<file path="src/rtl/njesia_pjesetimit_if.sv">
// ============================================================================
// Module  : njesia_pjesetimit_if
// Brief   : Request/result bundle between the ALU and the iterative divider.
// Revision: 1.0 - initial release
// ============================================================================
`default_nettype none

interface njesia_pjesetimit_if #(
    parameter int WIDTH = 16
);
    logic             Start;
    logic [WIDTH-1:0] Hyrja1;
    logic [WIDTH-1:0] Hyrja2;
    logic [WIDTH-1:0] Heresi;
    logic [WIDTH-1:0] Mbetja;
    logic             Gati;
    logic             Zene;
    logic             PjeseZero;

    modport master (
        output Start, Hyrja1, Hyrja2,
        input  Heresi, Mbetja, Gati, Zene, PjeseZero
    );

    modport slave (
        input  Start, Hyrja1, Hyrja2,
        output Heresi, Mbetja, Gati, Zene, PjeseZero
    );
endinterface

`default_nettype wire

</file>
<file path="src/rtl/njesia_pjesetimit.sv">
// ============================================================================
// Module  : njesia_pjesetimit
// Brief   : Iterative restoring unsigned divider, one quotient bit per clock.
// Revision: 1.0 - initial release
// ============================================================================
`default_nettype none

module njesia_pjesetimit #(
    parameter int WIDTH = 16
) (
    input  wire logic            Clock,
    input  wire logic            Reset,
    njesia_pjesetimit_if.slave   bus
);

    localparam int CW = $clog2(WIDTH + 1);

    typedef enum logic [1:0] {
        S_IDLE = 2'd0,
        S_RUN  = 2'd1,
        S_DONE = 2'd2
    } state_t;

    state_t           state_q, state_d;
    logic [CW-1:0]    cnt_q, cnt_d;
    logic [WIDTH-1:0] quot_q, quot_d;
    logic [WIDTH-1:0] div_q, div_d;
    logic [WIDTH:0]   rem_q, rem_d;
    logic [WIDTH-1:0] heresi_q, heresi_d;
    logic [WIDTH-1:0] mbetja_q, mbetja_d;
    logic             pz_q, pz_d;

    logic [WIDTH:0]   rem_shift;
    logic [WIDTH:0]   rem_sub;
    logic [WIDTH:0]   rem_next;
    logic [WIDTH-1:0] quot_next;
    logic             fit;

    // One restoring step: pull next dividend bit into R, subtract B if it fits.
    always_comb begin
        rem_shift = {rem_q[WIDTH-1:0], quot_q[WIDTH-1]};
        rem_sub   = rem_shift - {1'b0, div_q};
        fit       = (rem_shift >= {1'b0, div_q});
        rem_next  = fit ? rem_sub : rem_shift;
        quot_next = {quot_q[WIDTH-2:0], fit};
    end

    always_comb begin
        state_d  = state_q;
        cnt_d    = cnt_q;
        quot_d   = quot_q;
        div_d    = div_q;
        rem_d    = rem_q;
        heresi_d = heresi_q;
        mbetja_d = mbetja_q;
        pz_d     = pz_q;

        case (state_q)
            S_RUN: begin
                quot_d = quot_next;
                rem_d  = rem_next;
                cnt_d  = cnt_q - CW'(1);
                if (cnt_q == CW'(1)) begin
                    state_d  = S_DONE;
                    heresi_d = quot_next;
                    mbetja_d = rem_next[WIDTH-1:0];
                    pz_d     = 1'b0;
                end
            end
            S_IDLE, S_DONE: begin
                state_d = S_IDLE;
                if (bus.Start) begin
                    if (bus.Hyrja2 == '0) begin
                        // Divide by zero finishes immediately with a saturated quotient.
                        state_d  = S_DONE;
                        heresi_d = '1;
                        mbetja_d = bus.Hyrja1;
                        pz_d     = 1'b1;
                    end else begin
                        state_d = S_RUN;
                        quot_d  = bus.Hyrja1;
                        div_d   = bus.Hyrja2;
                        rem_d   = '0;
                        cnt_d   = CW'(WIDTH);
                        pz_d    = 1'b0;
                    end
                end
            end
            default: state_d = S_IDLE;
        endcase
    end

    always_ff @(posedge Clock) begin
        if (Reset) begin
            state_q  <= S_IDLE;
            cnt_q    <= '0;
            quot_q   <= '0;
            div_q    <= '0;
            rem_q    <= '0;
            heresi_q <= '0;
            mbetja_q <= '0;
            pz_q     <= 1'b0;
        end else begin
            state_q  <= state_d;
            cnt_q    <= cnt_d;
            quot_q   <= quot_d;
            div_q    <= div_d;
            rem_q    <= rem_d;
            heresi_q <= heresi_d;
            mbetja_q <= mbetja_d;
            pz_q     <= pz_d;
        end
    end

    assign bus.Heresi    = heresi_q;
    assign bus.Mbetja    = mbetja_q;
    assign bus.PjeseZero = pz_q;
    assign bus.Gati      = (state_q == S_DONE);
    assign bus.Zene      = (state_q == S_RUN);

endmodule

`default_nettype wire
</file>
<file path="src/flat_wrapper.sv">
// flat-port wrapper written by rule: the top's interface ports become plain ports
module njesia_pjesetimit_flat 
#(
    parameter int WIDTH = 16
)
  (Clock, Reset, bus_Start, bus_Hyrja1, bus_Hyrja2, bus_Heresi, bus_Mbetja, bus_Gati, bus_Zene, bus_PjeseZero);
  njesia_pjesetimit_if #(.WIDTH(WIDTH)) bus_i ();
  input  wire logic Clock;
  input  wire logic Reset;
  input wire logic [$bits(bus_i.Start)-1:0] bus_Start;
  input wire logic [$bits(bus_i.Hyrja1)-1:0] bus_Hyrja1;
  input wire logic [$bits(bus_i.Hyrja2)-1:0] bus_Hyrja2;
  output wire logic [$bits(bus_i.Heresi)-1:0] bus_Heresi;
  output wire logic [$bits(bus_i.Mbetja)-1:0] bus_Mbetja;
  output wire logic [$bits(bus_i.Gati)-1:0] bus_Gati;
  output wire logic [$bits(bus_i.Zene)-1:0] bus_Zene;
  output wire logic [$bits(bus_i.PjeseZero)-1:0] bus_PjeseZero;
  assign bus_i.Start = bus_Start;
  assign bus_i.Hyrja1 = bus_Hyrja1;
  assign bus_i.Hyrja2 = bus_Hyrja2;
  assign bus_Heresi = bus_i.Heresi;
  assign bus_Mbetja = bus_i.Mbetja;
  assign bus_Gati = bus_i.Gati;
  assign bus_Zene = bus_i.Zene;
  assign bus_PjeseZero = bus_i.PjeseZero;
  njesia_pjesetimit #(.WIDTH(WIDTH)) u_core (.Clock(Clock), .Reset(Reset), .bus(bus_i));
endmodule
</file>
<file path="config.mk">
export PLATFORM = sky130hd
export DESIGN_NAME = njesia_pjesetimit_flat
export DESIGN_NICKNAME = d
export VERILOG_FILES = /design/src/rtl/njesia_pjesetimit_if.sv /design/src/rtl/njesia_pjesetimit.sv /design/src/flat_wrapper.sv
export SDC_FILE = /design/constraint.sdc
export NUM_CORES = 1
export LEC_CHECK = 0
export CAP_MARGIN = 20
export CORE_MARGIN = 2
export CORE_UTILIZATION = 42
export DETAILED_ROUTE_END_ITERATION = 10
export MAX_ROUTING_LAYER = met4
export SYNTH_ARGS = -nofsm -noshare
export SYNTH_HDL_FRONTEND = slang
export SYNTH_SLANG_ARGS = --single-unit
</file>
<file path="constraint.sdc">
create_clock -name Clock -period 7 [get_ports Clock]
set_clock_uncertainty 0.15 [all_clocks]
set_input_delay 1.4 -clock Clock [delete_from_list [all_inputs] [get_ports Clock]]
set_output_delay 1.4 -clock Clock [all_outputs]
set_load 0.02 [all_outputs]
</file>
==> key figures <==
Outcome
  • Status: finished, final reports clean

Timing
  • Fmax: around 0.22 GHz
  • Slew @ Worst Pin: 0.995 ns
  • Tmin final: ~4.6 ns
  • Fin worst setup slack: roughly 2.4 ns
  • Final hold vios: 0
  • Period utilisation layout: roughly two thirds
  • Slew Viols, Final: 0
  • Slew HR: 33.4%
  • TNS Setup: 0 ns
  • WHS: 0.311 ns
  • Setup-failing EPs final: 0
  • RSZ-0062 raised after global routing: no

Logic synthesis
  • Syn. warnings: 0
  • Flops & latches, synth: 88
  • Asr flop ratio synth: 0%
  • Syn_area_per_cell: 8.07 µm²
  • Synth area leaders: dfxtp_1 37%, nor2_1 5.6%, ha_1 4.8%, nand2_1 4.8%, a21oi_1 4.3%
  • Post-Syn Nets: ~640
  • Most frequent cell after synthesis: dfxtp_1
  • Post-synth cell types: 60
  • Seq/Total Area, Yosys: 37.3%
  • Post-synth EDFFs: 0
  • Mapped cell area: 4720 µm²
  • Synth area leader: dfxtp_1
  • Commonest cells in the netlist: 88 x dfxtp_1, 71 x nor2_1, 60 x nand2_1, 41 x a21oi_1, 30 x clkbuf_1
  • Post-Syn Instances: roughly 600
  • Top cell type's share of synthesized area: approximately 37%
  • Top_reg_cell synth: dfxtp_1

Drt
  • DRC Markers: 0
  • Via count: around 4.5k
  • DRT Wirelength: roughly 13000 µm
  • Antenna Violating Nets Remaining: 0
  • Via/cell ratio: 5.73
  • Drt pass-1 iters: 5
  • DR WL/cell: ~17 µm
  • Iter 0 DRT Violations: 290

Worst setup path
  • CP endpoint: bus_Zene
  • Crit Path Category: flop to output port
  • CP Max Fanout: 70
  • Max stage delay on crit path: just over 0.7 ns
  • Crit end category: output port
  • Startpoint types: flop
  • Crit path from: u_core.state_q[0]
  • Crit path cell chain: buf_4 > nand2b_1 > inv_1 > clkdlybuf4s50_1
  • FF-to-FF End: u_core.bus.Mbetja[11]
  • Slowest cell on crit path: clkdlybuf4s50_1
  • Critical Path RT: 5.45 ns
  • CP Data Arrival Time: a little over 3 ns
  • R2R Setup Slk: between 3 and 4 ns
  • Worst reg2reg path startpoint: u_core.state_q[0]
  • Depth of the most critical reg-to-reg path: 11

Clock tree
  • CTS Buf Count: 9
  • CTS Buffer Depth: 2
  • Post-CTS sizing: 0
  • Hold-fix buffers, CTS: 0
  • Root Buffer: clkbuf_8
  • Clock sinks: approximately 90
  • Clock slew at reported path FFs: 0.08 ns
  • CTS tree: yes
  • H-Tree Depth: 3
  • Clk_lat worst skew: 0.39 ns
  • Post-CTS Setup Repair Bufs: 0

Placement
  • RePlAce Congestion: slightly below 0.9
  • DP Wirelength: ~9400 µm
  • Port Buf Inserts: 69
  • Worst slack at placement: between 1.5 and 2 ns

Die
  • Num rows: 38
  • Die width: 110 µm
  • Die area: roughly 12000 µm²
  • Core Box Area: ~11000 µm²
  • Starting Density: 43.4%
  • Ports: 70
  • Die height: ~110 µm

Global route
  • First-pass GRT wire length: approximately 21000 µm
  • Grt ovf: 0
  • Global-route usage over all layers: a little under a quarter
  • Vias in the first global route: between 4k and 5k
  • Initial antenna violation count: 0
  • Pin count of the biggest net entering global routing: between 90 and 100

Cells and area
  • Utilization after layout: 52.5%
  • Filler cells: between 1k and 1.5k
  • Inserted Diodes: 0
  • Fin nets: between 600 and 700
  • Area Growth Syn to Fin: 21.0%
  • Fraction of layout cells with a size suffix above 1: ~6.7%

Hold path
  • Hold Path Origin: u_core.div_q[7]
  • Hold Path Class: flop to flop

Pwr
  • Cell Pwr Density: about 290 nW/µm²
  • Worst-case vdd ir drop: just over 0.2 mV
  • Lkg Pwr: ~2.1 nW
  • Total Power: roughly 1.6 mW

Job
  • Max_cap viols: 0
## layer usage
| metal | vias to the layer above | part of all wire [%] | global-route usage (%) |
|---|---|---|---|
| li1 | 2225 | - | - |
| met1 | 2120 | 47 | 31.9 |
| met2 | 95 | 47 | 36.0 |
| met3 | 23 | 4.1 | 5.06 |
| met4 | 0 | 2.4 | 8.59 |
| met5 | - | 0 | - |
## power breakdown
part           total, mW  switching [mW]  leakage (nW)  internal (mW)
logic              0.673           0.404          1.27          0.269
registers          0.577          0.0339         0.719          0.543
clock network      0.383           0.196         0.110          0.187
## kinds of logic after synthesis
| group | synth area share, % |
|---|---|
| compound gates | 21.7 |
| xor+xnor | 2.04 |
| fa+ha+maj | 5.19 |
| buf+inv | 5.35 |
| flops | 37.3 |
| mux | 4.21 |
| simple gates | 24.2 |
## final cells by class
class	instances	area, µm²	area share, %
clock inverters	5	61.3	1.07
well taps	140	175	3.07
flip-flops and latches	88	1760	30.9
inverters	22	82.6	1.45
multi-input cells	435	2710	47.4
repair buffers	78	773	13.5
clock buffers	11	151	2.65
## critical path, delay by kind of cell, from the launching register on
kind,cells,cell delay (ns)
buffers and inverters,3,1.83
AND/OR/NAND/NOR,1,0.50
flip-flops,1,0.32
## registers in the layout, indices dropped and copies added, names as in the netlist
name                  flops
u_core.bus.Heresi        16
u_core.bus.Mbetja        16
u_core.div_q             16
u_core.quot_q            16
u_core.rem_q             16
u_core.cnt_q              5
u_core.state_q            2
u_core.bus.PjeseZero      1
## stage by stage
step                      area, µm²  instances
after floorplan                4720        585
after global routing           5710        779
final                          5710        779
after detailed placement       5470        762
after CTS                      5690        778
after global placement         5470        762
## cells in the final DEF (no fill, tap or decap), types with 3 or more instances in the layout
cell type	netlist	final
a211oi_1	24	24
a21o_1	6	6
a21oi_1	41	41
a221oi_1	3	3
a22oi_1	18	18
a311oi_1	3	3
a31oi_1	9	9
and2_1	4	4
and3_1	3	3
and4_1	3	3
buf_4	2	8
clkbuf_8	0	11
clkdlybuf4s50_1	0	68
dfxtp_1	88	87
ha_1	18	18
inv_1	22	22
mux2_2	7	7
mux2i_1	12	12
nand2_1	60	60
nand2b_1	7	7
nand3_1	8	8
nand3b_1	14	14
nand4_1	10	10
nand4b_1	3	3
nor2_1	71	71
nor2b_1	11	11
nor3_1	18	18
nor4_1	6	6
o211ai_1	8	8
o21ai_0	21	21
or3_1	4	4
or4_1	3	3
xnor2_1	4	4
xor2_1	7	7
## how the worst min path moves through the flow
stage	end	slack (ns)	depth (start not counted)
floorplan	u_core.div_q[10]	0.29	2
global route	u_core.div_q[7]	0.33	2
detailed placement	u_core.div_q[7]	0.30	2
finish	u_core.div_q[7]	0.31	2
CTS	u_core.div_q[7]	0.31	2
global placement	u_core.div_q[9]	0.30	2
Power figures use the tool's default switching activity.
